$ cat src/rtl/reg_scoreboard_pkg.sv
// Purpose : shared types and constants for the LC-3b register-dependency
//           scoreboard (register index, 9-entry scoreboard mask, opcodes).
// Ports   : none (package).
package reg_scoreboard_pkg;

  typedef logic [15:0] lc3b_word;
  typedef logic [2:0]  lc3b_reg;
  typedef logic [8:0]  sb_mask;

  // Entries 0..7 are R0..R7, entry 8 tracks the condition codes.
  localparam int     SB_CC_IDX  = 8;
  localparam int     SB_ENTRIES = 9;
  localparam sb_mask SB_CC_BIT  = 9'b1_0000_0000;
  localparam sb_mask SB_R7_BIT  = 9'b0_1000_0000;

  typedef enum logic [3:0] {
    OP_BR   = 4'h0,
    OP_ADD  = 4'h1,
    OP_LDB  = 4'h2,
    OP_STB  = 4'h3,
    OP_JSR  = 4'h4,
    OP_AND  = 4'h5,
    OP_LDR  = 4'h6,
    OP_STR  = 4'h7,
    OP_RTI  = 4'h8,
    OP_NOT  = 4'h9,
    OP_LDI  = 4'hA,
    OP_STI  = 4'hB,
    OP_JMP  = 4'hC,
    OP_SHF  = 4'hD,
    OP_LEA  = 4'hE,
    OP_TRAP = 4'hF
  } lc3b_opcode;

  // One-hot scoreboard mask selecting a general-purpose register.
  function automatic sb_mask reg_bit(input lc3b_reg r);
    return sb_mask'(9'd1 << r);
  endfunction

endpackage

$ cat src/rtl/reg_scoreboard_if.sv
// Purpose : decode/issue handshake and writeback bus of the scoreboard.
// Signals : dec_ir, pipe_stall (decode side), wb_valid/wb_dest/wb_cc
//           (writeback side), raw_stall/issue (scoreboard responses).
// Modports: master = pipeline driving the scoreboard, slave = scoreboard.
interface reg_scoreboard_if;
  import reg_scoreboard_pkg::*;

  lc3b_word dec_ir;
  logic     pipe_stall;
  logic     wb_valid;
  lc3b_reg  wb_dest;
  logic     wb_cc;
  logic     raw_stall;
  logic     issue;

  modport master (
    output dec_ir, pipe_stall, wb_valid, wb_dest, wb_cc,
    input  raw_stall, issue
  );

  modport slave (
    input  dec_ir, pipe_stall, wb_valid, wb_dest, wb_cc,
    output raw_stall, issue
  );

endinterface

$ cat src/rtl/reg_scoreboard_sb_operand_decode.sv
// Purpose : combinational operand decode of the instruction in decode.
// Ports   : i_dec_ir     instruction word (16'h0000 = bubble)
//           o_src_mask   scoreboard entries read by the instruction
//           o_dst_mask   scoreboard entries written by the instruction
//           o_is_bubble  instruction is the all-zero bubble
module sb_operand_decode
  import reg_scoreboard_pkg::*;
(
  input  lc3b_word i_dec_ir,
  output sb_mask   o_src_mask,
  output sb_mask   o_dst_mask,
  output logic     o_is_bubble
);

  lc3b_opcode w_op;
  sb_mask     w_src;
  sb_mask     w_dst;

  assign w_op = lc3b_opcode'(i_dec_ir[15:12]);

  // Source/destination masks from the opcode and register fields.
  always_comb begin
    w_src = 9'b0;
    w_dst = 9'b0;
    case (w_op)
      OP_ADD, OP_AND: begin
        w_src = reg_bit(i_dec_ir[8:6]);
        if (!i_dec_ir[5]) begin
          w_src = w_src | reg_bit(i_dec_ir[2:0]);
        end else begin
          w_src = w_src;
        end
        w_dst = reg_bit(i_dec_ir[11:9]) | SB_CC_BIT;
      end
      OP_NOT, OP_LDR, OP_LDB, OP_LDI: begin
        w_src = reg_bit(i_dec_ir[8:6]);
        w_dst = reg_bit(i_dec_ir[11:9]) | SB_CC_BIT;
      end
      OP_LEA: begin
        w_dst = reg_bit(i_dec_ir[11:9]) | SB_CC_BIT;
      end
      OP_STR, OP_STB, OP_STI: begin
        w_src = reg_bit(i_dec_ir[8:6]) | reg_bit(i_dec_ir[11:9]);
      end
      OP_JMP: begin
        w_src = reg_bit(i_dec_ir[8:6]);
      end
      OP_JSR: begin
        // ir[11]=0 is JSRR, which reads its base register; JSR reads nothing.
        if (!i_dec_ir[11]) begin
          w_src = reg_bit(i_dec_ir[8:6]);
        end else begin
          w_src = 9'b0;
        end
        w_dst = SB_R7_BIT;
      end
      OP_TRAP: begin
        w_dst = SB_R7_BIT;
      end
      OP_BR: begin
        // An unconditional-never branch (nzp=000, including the bubble) has no CC use.
        if (i_dec_ir[11:9] != 3'b000) begin
          w_src = SB_CC_BIT;
        end else begin
          w_src = 9'b0;
        end
      end
      default: begin
        w_src = 9'b0;
        w_dst = 9'b0;
      end
    endcase
  end

  assign o_src_mask  = w_src;
  assign o_dst_mask  = w_dst;
  assign o_is_bubble = (i_dec_ir == 16'h0000);

endmodule

$ cat src/rtl/reg_scoreboard.sv
// Purpose : register-dependency scoreboard. Tracks in-flight writers per
//           register/CC, holds decode on RAW hazards or writer-count
//           saturation, and counts stall/issue activity.
// Ports   : clk, rst_n (synchronous, active-low)
//           sb_if            decode/writeback bus (slave modport)
//           o_stall_cycles   cycles with raw_stall asserted (wraps)
//           o_issued_cnt     non-bubble instructions issued (wraps)
//           o_err_underflow  sticky: writeback to an entry with no writer
module reg_scoreboard
  import reg_scoreboard_pkg::*;
#(
  parameter int CNT_W  = 2,
  parameter int PERF_W = 16
) (
  input  logic              clk,
  input  logic              rst_n,
  reg_scoreboard_if.slave   sb_if,
  output logic [PERF_W-1:0] o_stall_cycles,
  output logic [PERF_W-1:0] o_issued_cnt,
  output logic              o_err_underflow
);

  localparam logic [CNT_W-1:0] CNT_MAX  = {CNT_W{1'b1}};
  localparam logic [CNT_W-1:0] CNT_ZERO = {CNT_W{1'b0}};

  logic [CNT_W-1:0]  r_pend [SB_ENTRIES];
  logic [PERF_W-1:0] r_stall_cycles;
  logic [PERF_W-1:0] r_issued_cnt;
  logic              r_err_underflow;

  sb_mask           w_src;
  sb_mask           w_dst;
  logic             w_is_bubble;
  sb_mask           w_wb_hit;
  sb_mask           w_pend_nz;
  sb_mask           w_retire;
  sb_mask           w_eff_nz;
  sb_mask           w_eff_max;
  sb_mask           w_inc;
  logic [CNT_W-1:0] w_eff [SB_ENTRIES];
  logic             w_raw_stall;
  logic             w_issue;
  logic             w_underflow;

  sb_operand_decode u_decode (
    .i_dec_ir   (sb_if.dec_ir),
    .o_src_mask (w_src),
    .o_dst_mask (w_dst),
    .o_is_bubble(w_is_bubble)
  );

  // Entries hit by this cycle's writeback (register and/or CC).
  always_comb begin
    w_wb_hit = 9'b0;
    if (sb_if.wb_valid) begin
      w_wb_hit = reg_bit(sb_if.wb_dest);
      w_wb_hit[SB_CC_IDX] = sb_if.wb_cc;
    end else begin
      w_wb_hit = 9'b0;
    end
  end

  // Effective pending count: a same-cycle retire already counts as resolved
  // because the register file writes before it reads.
  always_comb begin
    w_pend_nz = 9'b0;
    w_retire  = 9'b0;
    w_eff_nz  = 9'b0;
    w_eff_max = 9'b0;
    for (int i = 0; i < SB_ENTRIES; i++) begin
      w_pend_nz[i] = (r_pend[i] != CNT_ZERO);
      w_retire[i]  = w_wb_hit[i] & w_pend_nz[i];
      w_eff[i]     = r_pend[i] - CNT_W'(w_retire[i]);
      w_eff_nz[i]  = (w_eff[i] != CNT_ZERO);
      w_eff_max[i] = (w_eff[i] == CNT_MAX);
    end
  end

  // Hold decode on a pending source or on a destination whose writer count
  // cannot take another increment.
  always_comb begin
    w_raw_stall = (|(w_src & w_eff_nz)) | (|(w_dst & w_eff_max));
    w_issue     = ~w_raw_stall & ~sb_if.pipe_stall;
    w_inc       = w_issue ? w_dst : 9'b0;
    w_underflow = |(w_wb_hit & ~w_pend_nz);
  end

  // Per-entry in-flight writer counters.
  always_ff @(posedge clk) begin
    if (!rst_n) begin
      for (int i = 0; i < SB_ENTRIES; i++) begin
        r_pend[i] <= CNT_ZERO;
      end
    end else begin
      for (int i = 0; i < SB_ENTRIES; i++) begin
        r_pend[i] <= r_pend[i] + CNT_W'(w_inc[i]) - CNT_W'(w_retire[i]);
      end
    end
  end

  // Performance counters and the sticky underflow flag.
  always_ff @(posedge clk) begin
    if (!rst_n) begin
      r_stall_cycles  <= {PERF_W{1'b0}};
      r_issued_cnt    <= {PERF_W{1'b0}};
      r_err_underflow <= 1'b0;
    end else begin
      r_stall_cycles  <= r_stall_cycles + PERF_W'(w_raw_stall);
      r_issued_cnt    <= r_issued_cnt + PERF_W'(w_issue & ~w_is_bubble);
      r_err_underflow <= r_err_underflow | w_underflow;
    end
  end

  assign sb_if.raw_stall = w_raw_stall;
  assign sb_if.issue     = w_issue;
  assign o_stall_cycles  = r_stall_cycles;
  assign o_issued_cnt    = r_issued_cnt;
  assign o_err_underflow = r_err_underflow;

endmodule

$ cat src/flat_wrapper.sv
// flat-port wrapper written by rule: the top's interface ports become plain ports
module reg_scoreboard_flat import reg_scoreboard_pkg::*;
#(
  parameter int CNT_W  = 2,
  parameter int PERF_W = 16
)
  (clk, rst_n, o_stall_cycles, o_issued_cnt, o_err_underflow, sb_if_dec_ir, sb_if_pipe_stall, sb_if_wb_valid, sb_if_wb_dest, sb_if_wb_cc, sb_if_raw_stall, sb_if_issue);
  reg_scoreboard_if sb_if_i ();
  input  logic clk;
  input  logic rst_n;
  output logic [PERF_W-1:0] o_stall_cycles;
  output logic [PERF_W-1:0] o_issued_cnt;
  output logic o_err_underflow;
  input wire logic [$bits(sb_if_i.dec_ir)-1:0] sb_if_dec_ir;
  input wire logic [$bits(sb_if_i.pipe_stall)-1:0] sb_if_pipe_stall;
  input wire logic [$bits(sb_if_i.wb_valid)-1:0] sb_if_wb_valid;
  input wire logic [$bits(sb_if_i.wb_dest)-1:0] sb_if_wb_dest;
  input wire logic [$bits(sb_if_i.wb_cc)-1:0] sb_if_wb_cc;
  output wire logic [$bits(sb_if_i.raw_stall)-1:0] sb_if_raw_stall;
  output wire logic [$bits(sb_if_i.issue)-1:0] sb_if_issue;
  assign sb_if_i.dec_ir = sb_if_dec_ir;
  assign sb_if_i.pipe_stall = sb_if_pipe_stall;
  assign sb_if_i.wb_valid = sb_if_wb_valid;
  assign sb_if_i.wb_dest = sb_if_wb_dest;
  assign sb_if_i.wb_cc = sb_if_wb_cc;
  assign sb_if_raw_stall = sb_if_i.raw_stall;
  assign sb_if_issue = sb_if_i.issue;
  reg_scoreboard #(.CNT_W(CNT_W), .PERF_W(PERF_W)) u_core (.clk(clk), .rst_n(rst_n), .sb_if(sb_if_i), .o_stall_cycles(o_stall_cycles), .o_issued_cnt(o_issued_cnt), .o_err_underflow(o_err_underflow));
endmodule
$ cat config.mk
export PLATFORM = sky130hd
export DESIGN_NAME = reg_scoreboard_flat
export DESIGN_NICKNAME = d
export VERILOG_FILES = /design/src/rtl/reg_scoreboard_pkg.sv /design/src/rtl/reg_scoreboard_if.sv /design/src/rtl/reg_scoreboard_sb_operand_decode.sv /design/src/rtl/reg_scoreboard.sv /design/src/flat_wrapper.sv
export SDC_FILE = /design/constraint.sdc
export NUM_CORES = 1
export LEC_CHECK = 0
export CAP_MARGIN = 20
export CORE_MARGIN = 1.5
export CORE_UTILIZATION = 40
export CTS_CLUSTER_DIAMETER = 50
export DETAILED_ROUTE_END_ITERATION = 12
export HOLD_SLACK_MARGIN = 0.08
export PLACE_DENSITY = 0.59
export SYNTH_ARGS = -nofsm -noshare
export SYNTH_HDL_FRONTEND = slang
export SYNTH_HIERARCHICAL = 1
export SYNTH_SLANG_ARGS = --single-unit
$ cat constraint.sdc
create_clock -name clk -period 4.32 [get_ports clk]
set_input_delay 0.648 -clock clk [delete_from_list [all_inputs] [get_ports clk]]
set_output_delay 0.648 -clock clk [all_outputs]
set_load 0.005 [all_outputs]
# Word level (Yosys, flattened, before mapping)
# Memory sizes are Yosys's and may differ from the RTL's.
# Index checks and enable logic that the tools add are counted.
# word_totals
word_cells,137
input_bits,24
output_inout_bits,35
ff_bits,33
n_memories,1
ramBits,18
# mem_list
memory,words,word_bits,read_ports,rd_clocked_by_memory_dff,wr,line_no,text
u_core.r_pend,9,2,9,0,9,reg_scoreboard.sv:26,logic [CNT_W-1:0] r_pend [SB_ENTRIES];
# op_classes
n_mux,18
n_bitwise,31
n_eq_ne,22
shifts,4
add_sub_neg,29
reduce_logical,29
# ops
operator,n
2-to-1 mux 9 bit,5
one-hot mux 9 bit (5 select lines),1
nonzero test 2 bit,18
subtractor 2 x 1 -> 2 bit,18
bitwise AND 9 bit,3
OR reduction 9 bit,3
left shift 1 x 3 -> 9 bit (first input constant),3
equality test 4 bit (second input constant),6
adder 2 x 1 -> 2 bit,9
equality test 2 bit (second input constant),9
2-to-1 mux 2 bit,9
OR 9 bit,2
one-hot mux 9 bit (2 select lines),1
adder 16 x 1 -> 16 bit,1
adder 16 bit,1
bitwise AND 1 x 16 -> 16 bit,1
equality test 4 x 3 -> 1 bit (second input constant),4
zero test 16 bit,1
NOT 1 -> 16 bit,1
OR 1 bit,11
bitwise AND 1 bit,10
NOT 9 bit,1
equality test 4 x 2 -> 1 bit (second input constant),2
left shift 1 x 3 -> 8 bit (first input constant),1
9 further kinds,12

# Longest topological paths before layout
# Gate-level depths: netlist (run 1).
# depth
depth_word,14
mapped_depth,18
mapped_depth_nobuf,16

# Cells and area by module
# Netlist (run 1), hierarchy kept.
# modules_own_cells
module,instances,cells_each,area_per_inst_um2,seq_area_each_um2
reg_scoreboard,1,334,3050.4,1021.0
sb_operand_decode,1,87,506.7,0.0

# Least setup slack after synthesis (run 1)
# OpenSTA, ideal clock, no wires.
# synth_timing
path_type,input port to flip-flop
start,in sb_if_wb_dest[2]
end,"reg u_core.r_issued_cnt[13], in the netlist u_core/o_issued_cnt[13]"
required_ns,4.205
setup_ns,0.115
setup_slack_ns,0.668
path_stages,16
arrival_ns,3.537
path_buffers,2
cell_sequence,clkbuf_1 -> nand2b_1 -> nor3_1 -> ha_1 -> xnor2_2 -> a21boi_1 -> a2111oi_2 -> nand4_2 -> buf_6 -> nor3_2 -> ha_1 -> nand4_1 -> nor3_1 -> nand3_1 -> xnor2_1 -> and2_1
# synth_via
elab_chain_len,12
elab_cells_between_ends,43
classes_between,add/sub (9); eq/ne (8); shift (1); mux (1); bitwise (14); reduce/logical (10)
# synth_rtl
item,line_no,text
from (decl),flat_wrapper.sv:17,input wire logic [$bits(sb_if_i.wb_dest)-1:0] sb_if_wb_dest;
left shift 1 x 3 -> 8 bit *,reg_scoreboard_pkg.sv:37,return sb_mask'(9'd1 << r);
2-to-1 mux 9 bit *,reg_scoreboard.sv:55,if (sb_if.wb_valid) begin
bitwise AND 1 bit,reg_scoreboard.sv:72,w_retire[i] = w_wb_hit[i] & w_pend_nz[i];
subtractor 2 x 1 -> 2 bit,reg_scoreboard.sv:73,w_eff[i] = r_pend[i] - CNT_W'(w_retire[i]);
equality test 2 bit / nonzero test 2 bit (equally long branches),"reg_scoreboard.sv:75, reg_scoreboard.sv:74",
bitwise AND 9 bit,reg_scoreboard.sv:82,w_raw_stall = (|(w_src & w_eff_nz)) | (|(w_dst & w_eff_max));
OR reduction 9 bit,reg_scoreboard.sv:82,
OR 1 bit *,reg_scoreboard.sv:82,
named net sb_if_raw_stall,flat_wrapper.sv:19,output wire logic [$bits(sb_if_i.raw_stall)-1:0] sb_if_raw_stall;
NOT 1 bit *,reg_scoreboard.sv:83,w_issue = ~w_raw_stall & ~sb_if.pipe_stall;
bitwise AND 1 bit *,reg_scoreboard.sv:83,
bitwise AND 1 x 16 -> 16 bit *,reg_scoreboard.sv:109,r_issued_cnt <= r_issued_cnt + PERF_W'(w_issue & ~w_is_bubble);
adder 16 bit *,reg_scoreboard.sv:109,
to (signal assigned),reg_scoreboard.sv:105,r_issued_cnt <= {PERF_W{1'b0}};
to (signal assigned),reg_scoreboard.sv:109,
to (decl),reg_scoreboard.sv:28,logic [PERF_W-1:0] r_issued_cnt;
# Mark *: on every way through the listed nets, which the timed path passes. The rest lies on a longest branch.
# A chain may end at the register's enable or synchronous reset.

# Worst setup path after layout (run 1)
# layout_timing
start,in sb_if_dec_ir[15]
end,out sb_if_raw_stall
# layout_via
elab_chain_len,6
elab_cells_between_ends,26
classes_between,eq/ne (13); mux (2); bitwise (3); reduce/logical (8)
# layout_rtl
item,line_no,text
from (decl),flat_wrapper.sv:14,input wire logic [$bits(sb_if_i.dec_ir)-1:0] sb_if_dec_ir;
"equality test 4 bit, or another cell as far along",reg_scoreboard_sb_operand_decode.sv:25,case (w_op)
"OR reduction 5 bit (no source line), or another cell as far along",-,
one-hot mux 9 bit (5 select lines) *,reg_scoreboard_sb_operand_decode.sv:25,
named net u_core.w_src[0],reg_scoreboard.sv:31,sb_mask w_src;
bitwise AND 9 bit *,reg_scoreboard.sv:82,
OR reduction 9 bit *,reg_scoreboard.sv:82,
OR 1 bit *,reg_scoreboard.sv:82,
to (decl),flat_wrapper.sv:19,
# Marks and branches as above.

==> reports/metrics.csv, run 1 <==
stage,metric,value,unit
status,outcome,"complete, no violations",
synthesis,synth_seq_area_share,28.7,%
clock_tree,clock_tree_from_tritoncts,yes,
worst_setup_path,worst_path_dominant_cell_family,buffers and inverters,
synthesis,synth_cell_types,49,
drt,wl_per_cell,14.0,µm
final_layout,design.final.nets,552,
final_layout,syn_to_final_growth,27.3,%
place,dp_hpwl,6530,µm
sta,worst_slew_margin_rel,61.5,%
worst_setup_path,timing.critical_path.slowest_cell_delay,0.55,ns
synthesis,yosys.area.top_type_share,28.7,%
synthesis,mappedNetlistNets,476,
clock_tree,cts_root_buffer,sky130_fd_sc_hd__clkbuf_8,
sta,min_tclk_post_route,4.15,ns
power_and_ir_drop,cellLeakagePower,1.84,nW
worst_setup_path,flop2flop_setup_slack,1.05,ns
place,place.detailed.instances,598,
drt,wl,8490,µm
synthesis,post_synth_edffs,0,
sta,tightest_slew,0.576,ns
drt,detail_route.iter0.violations,108,
floorplan,chipHeight,97.3,µm
synthesis,yosysWarnings,6,
place,port_buffers,58,
min_path,worstHoldStart,u_core/o_stall_cycles[10],
synthesis,asyncSetResetFlopFracSynth,0,%
worst_setup_path,reg2regPathDepth,16,
clock_tree,clkTransAtPathRegs,0.10,ns
power_and_ir_drop,power.density_cell_area,219,nW/µm²
sta,min_period_over_period,96.1,%
final_layout,final_core_util,52.2,%
drt,firstDrtPassIters,4,
power_and_ir_drop,sum_of_internal_switching_and_leakage_power,993,µW
clock_tree,clock_path_buffers,2,
final_layout,drive_gt1_share,11.6,%
worst_setup_path,cp_startpoint_kind,input pin,
synthesis,netlist_top_cells_count,"sky130_fd_sc_hd__dfxtp_1 (51), sky130_fd_sc_hd__and2_1 (44), sky130_fd_sc_hd__xnor2_1 (36)",
worst_setup_path,worst-endpoint-arrival,3.50,ns
sta,setup-violations-final,0,
grt,globalRouteOverflowTotal,0,
worst_setup_path,critical_path.cell_chain,clkdlybuf4s50_1 -> buf_4 -> nor4b_2 -> a21boi_0 -> a2bb2oi_1 -> o21ai_0 -> a21boi_0 -> a2111oi_2 -> nand4_2 -> buf_6 -> clkdlybuf4s50_1,
worst_setup_path,timing.critical_path.fanout_max,12,
floorplan,die-area,9470,µm²
worst_setup_path,critical_path_buf_inv_count,4,
sta,final_slew_violations,0,
grt,antenna_violations_before_repair,0,
synthesis,netlist_area_pre_place,3560,µm²
final_layout,number_of_antenna_repair_diodes,0,
drt,final_antenna_net_count,0,
final_layout,final-seq-area,1020,µm²
grt,vias_in_the_first_global_route,3022,
place,place.gp.congestion,0.956,
synthesis,synth-main-ff-cell,sky130_fd_sc_hd__dfxtp_1,
synthesis,synth_top_area_cell,sky130_fd_sc_hd__dfxtp_1,
synthesis,post_synth_main_area_contributors,"sky130_fd_sc_hd__dfxtp_1 (29%), sky130_fd_sc_hd__ha_1 (11%), sky130_fd_sc_hd__xnor2_1 (8.9%)",
synthesis,syn-mean-instance-area,8.45,µm²
worst_setup_path,worstSetupPathType,in -> out,
grt,groute.usage.overall,18.0,%
drt,drcViolationCount,0,
drt,viasPerCell,5.12,
floorplan,die_w,97.3,µm
floorplan,io_pins,59,
power_and_ir_drop,irDropWorstVdd,147,µV
synthesis,synthCells,421,
worst_setup_path,required,3.67,ns
final_layout,final.fill_count,860,
worst_setup_path,critical_path.reg2reg.startpoint,u_core/r_pend[0][9],
min_path,hold-path-cell-count,2,
worst_setup_path,critical_path.reg2reg.endpoint,u_core/o_issued_cnt[6],
floorplan,design.core.area,8680,µm²
synthesis,synth.most_common_cell,sky130_fd_sc_hd__dfxtp_1,
place,placed_cell_area,4390,µm²
final_layout,layout.cells.non_filler,606,
clock_tree,clkLatencyLatePin,0.31,ns
sta,achievable-frequency,241,MHz
clock_tree,numCtsBuffers,5,
sta,report.final.hold_viol_count,0,
floorplan,floorplan.initialDensity,41.0,%
grt,grt_first_pass_wirelength,14300,µm
floorplan,std_cell_rows,34,
synthesis,synth-seq-cells,51,
worst_setup_path,crit_path_top_delay_cell,sky130_fd_sc_hd__clkdlybuf4s50_1,
grt,pin_count_of_the_biggest_net_entering_global_routing,37,
clock_tree,clock_sink_count,51,
job,drv.max_cap_violation_count,0,
worst_setup_path,setup.worst_path.end_class,output port,
min_path,worstHoldEndpoint,u_core/o_stall_cycles[10],
sta,finalClockSkew,0.00594,ns
final_layout,finish.instance_area,4530,µm²
final_layout,multi_input_comb_area,2380,µm²
drt,route.vias.total,3104,
clock_tree,cts.htree.levels,2,
min_path,min_path_type,reg -> reg,
==> how the worst max path moves through the flow <==
| stage | slack, ns | startpoint | depth (start not counted) | end |
|---|---|---|---|---|
| finish | 0.17 | sb_if_dec_ir[15] | 11 | sb_if_raw_stall |
| global route | -0.05 | sb_if_wb_dest[2] | 12 | sb_if_issue |
| CTS | 0.03 | sb_if_wb_dest[2] | 12 | sb_if_issue |
| detailed placement | 0.02 | sb_if_dec_ir[15] | 17 | u_core/o_stall_cycles[10] |
| global placement | 0.06 | sb_if_dec_ir[15] | 18 | u_core/o_stall_cycles[14] |
| floorplan | 0.67 | sb_if_wb_dest[2] | 16 | u_core/o_issued_cnt[13] |
==> timing repair <==
item | 4_1_cts | 5_1_grt
hold endpoints to repair | 0 | 0
setup buffers | 0 | 0
setup endpoints to repair | 0 | 2
hold buffers | 0 | 0
resized for setup | 0 | 11
==> kinds of logic after synthesis <==
kind of cell | count (synthesis) | synth area share (%)
buffers and inverters | 44 | 5.38
flip-flops | 51 | 28.7
multiplexers | 1 | 0.317
adder cells (fa/ha/maj) | 31 | 10.9
AND/OR/NAND/NOR | 188 | 30.4
AO/OA/AOI/OAI | 53 | 10.9
XOR/XNOR | 53 | 13.5
==> stage by stage <==
step	worst slack (ns)	TNS (ns)	hold WS (ns)
6_report	0.169	0	0.524
5_1_grt	-0.0467	-0.0467	0.558
4_1_cts	0.0348	0	0.526
3_5_place_dp	0.0156	0	0.508
3_3_place_gp	0.0605	0	0.498
2_1_floorplan	0.668	0	0.493
==> final cells by class <==
type | instances | share of cell area, %
Multi-Input combinational cell | 326 | 52.5
Clock buffer | 5 | 1.52
Sequential cell | 51 | 22.5
Inverter | 27 | 2.24
Clock inverter | 3 | 0.525
Tap cell | 108 | 2.98
Timing Repair Buffer | 86 | 17.7
==> placed cells by master, fill, tap and decap left out, types with 4 or more instances in the layout <==
| cell | netlist | final |
|---|---|---|
| sky130_fd_sc_hd__xor2_1 | 15 | 15 |
| sky130_fd_sc_hd__and3_1 | 8 | 8 |
| sky130_fd_sc_hd__clkbuf_8 | 0 | 5 |
| sky130_fd_sc_hd__xnor2_1 | 36 | 36 |
| sky130_fd_sc_hd__a31oi_1 | 10 | 10 |
| sky130_fd_sc_hd__o22ai_1 | 8 | 8 |
| sky130_fd_sc_hd__buf_4 | 0 | 27 |
| sky130_fd_sc_hd__ha_1 | 31 | 30 |
| sky130_fd_sc_hd__and2_1 | 44 | 44 |
| sky130_fd_sc_hd__nor3_2 | 5 | 6 |
| sky130_fd_sc_hd__nor3b_1 | 6 | 6 |
| sky130_fd_sc_hd__dfxtp_1 | 51 | 51 |
| sky130_fd_sc_hd__nand3_1 | 16 | 16 |
| sky130_fd_sc_hd__inv_1 | 27 | 27 |
| sky130_fd_sc_hd__nor2b_1 | 9 | 9 |
| sky130_fd_sc_hd__nor4_1 | 7 | 5 |
| sky130_fd_sc_hd__nand4_1 | 4 | 4 |
| sky130_fd_sc_hd__a21boi_0 | 6 | 5 |
| sky130_fd_sc_hd__nand2b_1 | 8 | 8 |
| sky130_fd_sc_hd__nand2_1 | 23 | 23 |
| sky130_fd_sc_hd__nor3_1 | 13 | 11 |
| sky130_fd_sc_hd__a21oi_1 | 7 | 7 |
| sky130_fd_sc_hd__clkdlybuf4s50_1 | 0 | 55 |
| sky130_fd_sc_hd__nor2_1 | 32 | 32 |
| sky130_fd_sc_hd__o32ai_1 | 4 | 4 |
==> sequential cells by signal (all words and copies together) (netlist names) <==
signal,cells
u_core/o_err_underflow,1
u_core/r_pend,18
u_core/o_stall_cycles,16
u_core/o_issued_cnt,16
==> where the power goes <==
part / leakage, nW / internal, mW / total (mW) / switching (mW)
logic: 1.38 / 0.0975 / 0.203 / 0.105
clock network: 0.0461 / 0.117 / 0.295 / 0.178
registers: 0.412 / 0.484 / 0.495 / 0.0105
total: 1.84 / 0.699 / 0.993 / 0.294
==> layer usage <==
| layer | wire length [µm] | track usage, % | vias up |
|---|---|---|---|
| met3 | 293 | 3.45 | 9 |
| met2 | 3920 | 29.1 | 61 |
| li1 | - | - | 1595 |
| met5 | 0 | 0 | - |
| met1 | 4190 | 25.2 | 1439 |
| met4 | 82 | 3.19 | 0 |
==> worst reg2reg max path, delay by kind of cell (launching register included) <==
kind | cells | cell delay, ns
flops | 1 | 0.39
buf+inv | 2 | 0.28
simple gates | 7 | 1.14
xor+xnor | 2 | 0.31
compound gates | 2 | 0.50
fa+ha+maj | 3 | 0.57
No activity file was read; power rests on OpenSTA's default activity.
==> inputs of run 2 (changes only) <==
ABC_CLOCK_PERIOD_IN_PS = 4320   (was unset)
==> results of run 2 <==
The final DEF is identical to that of run 1; final timing and power are the same.
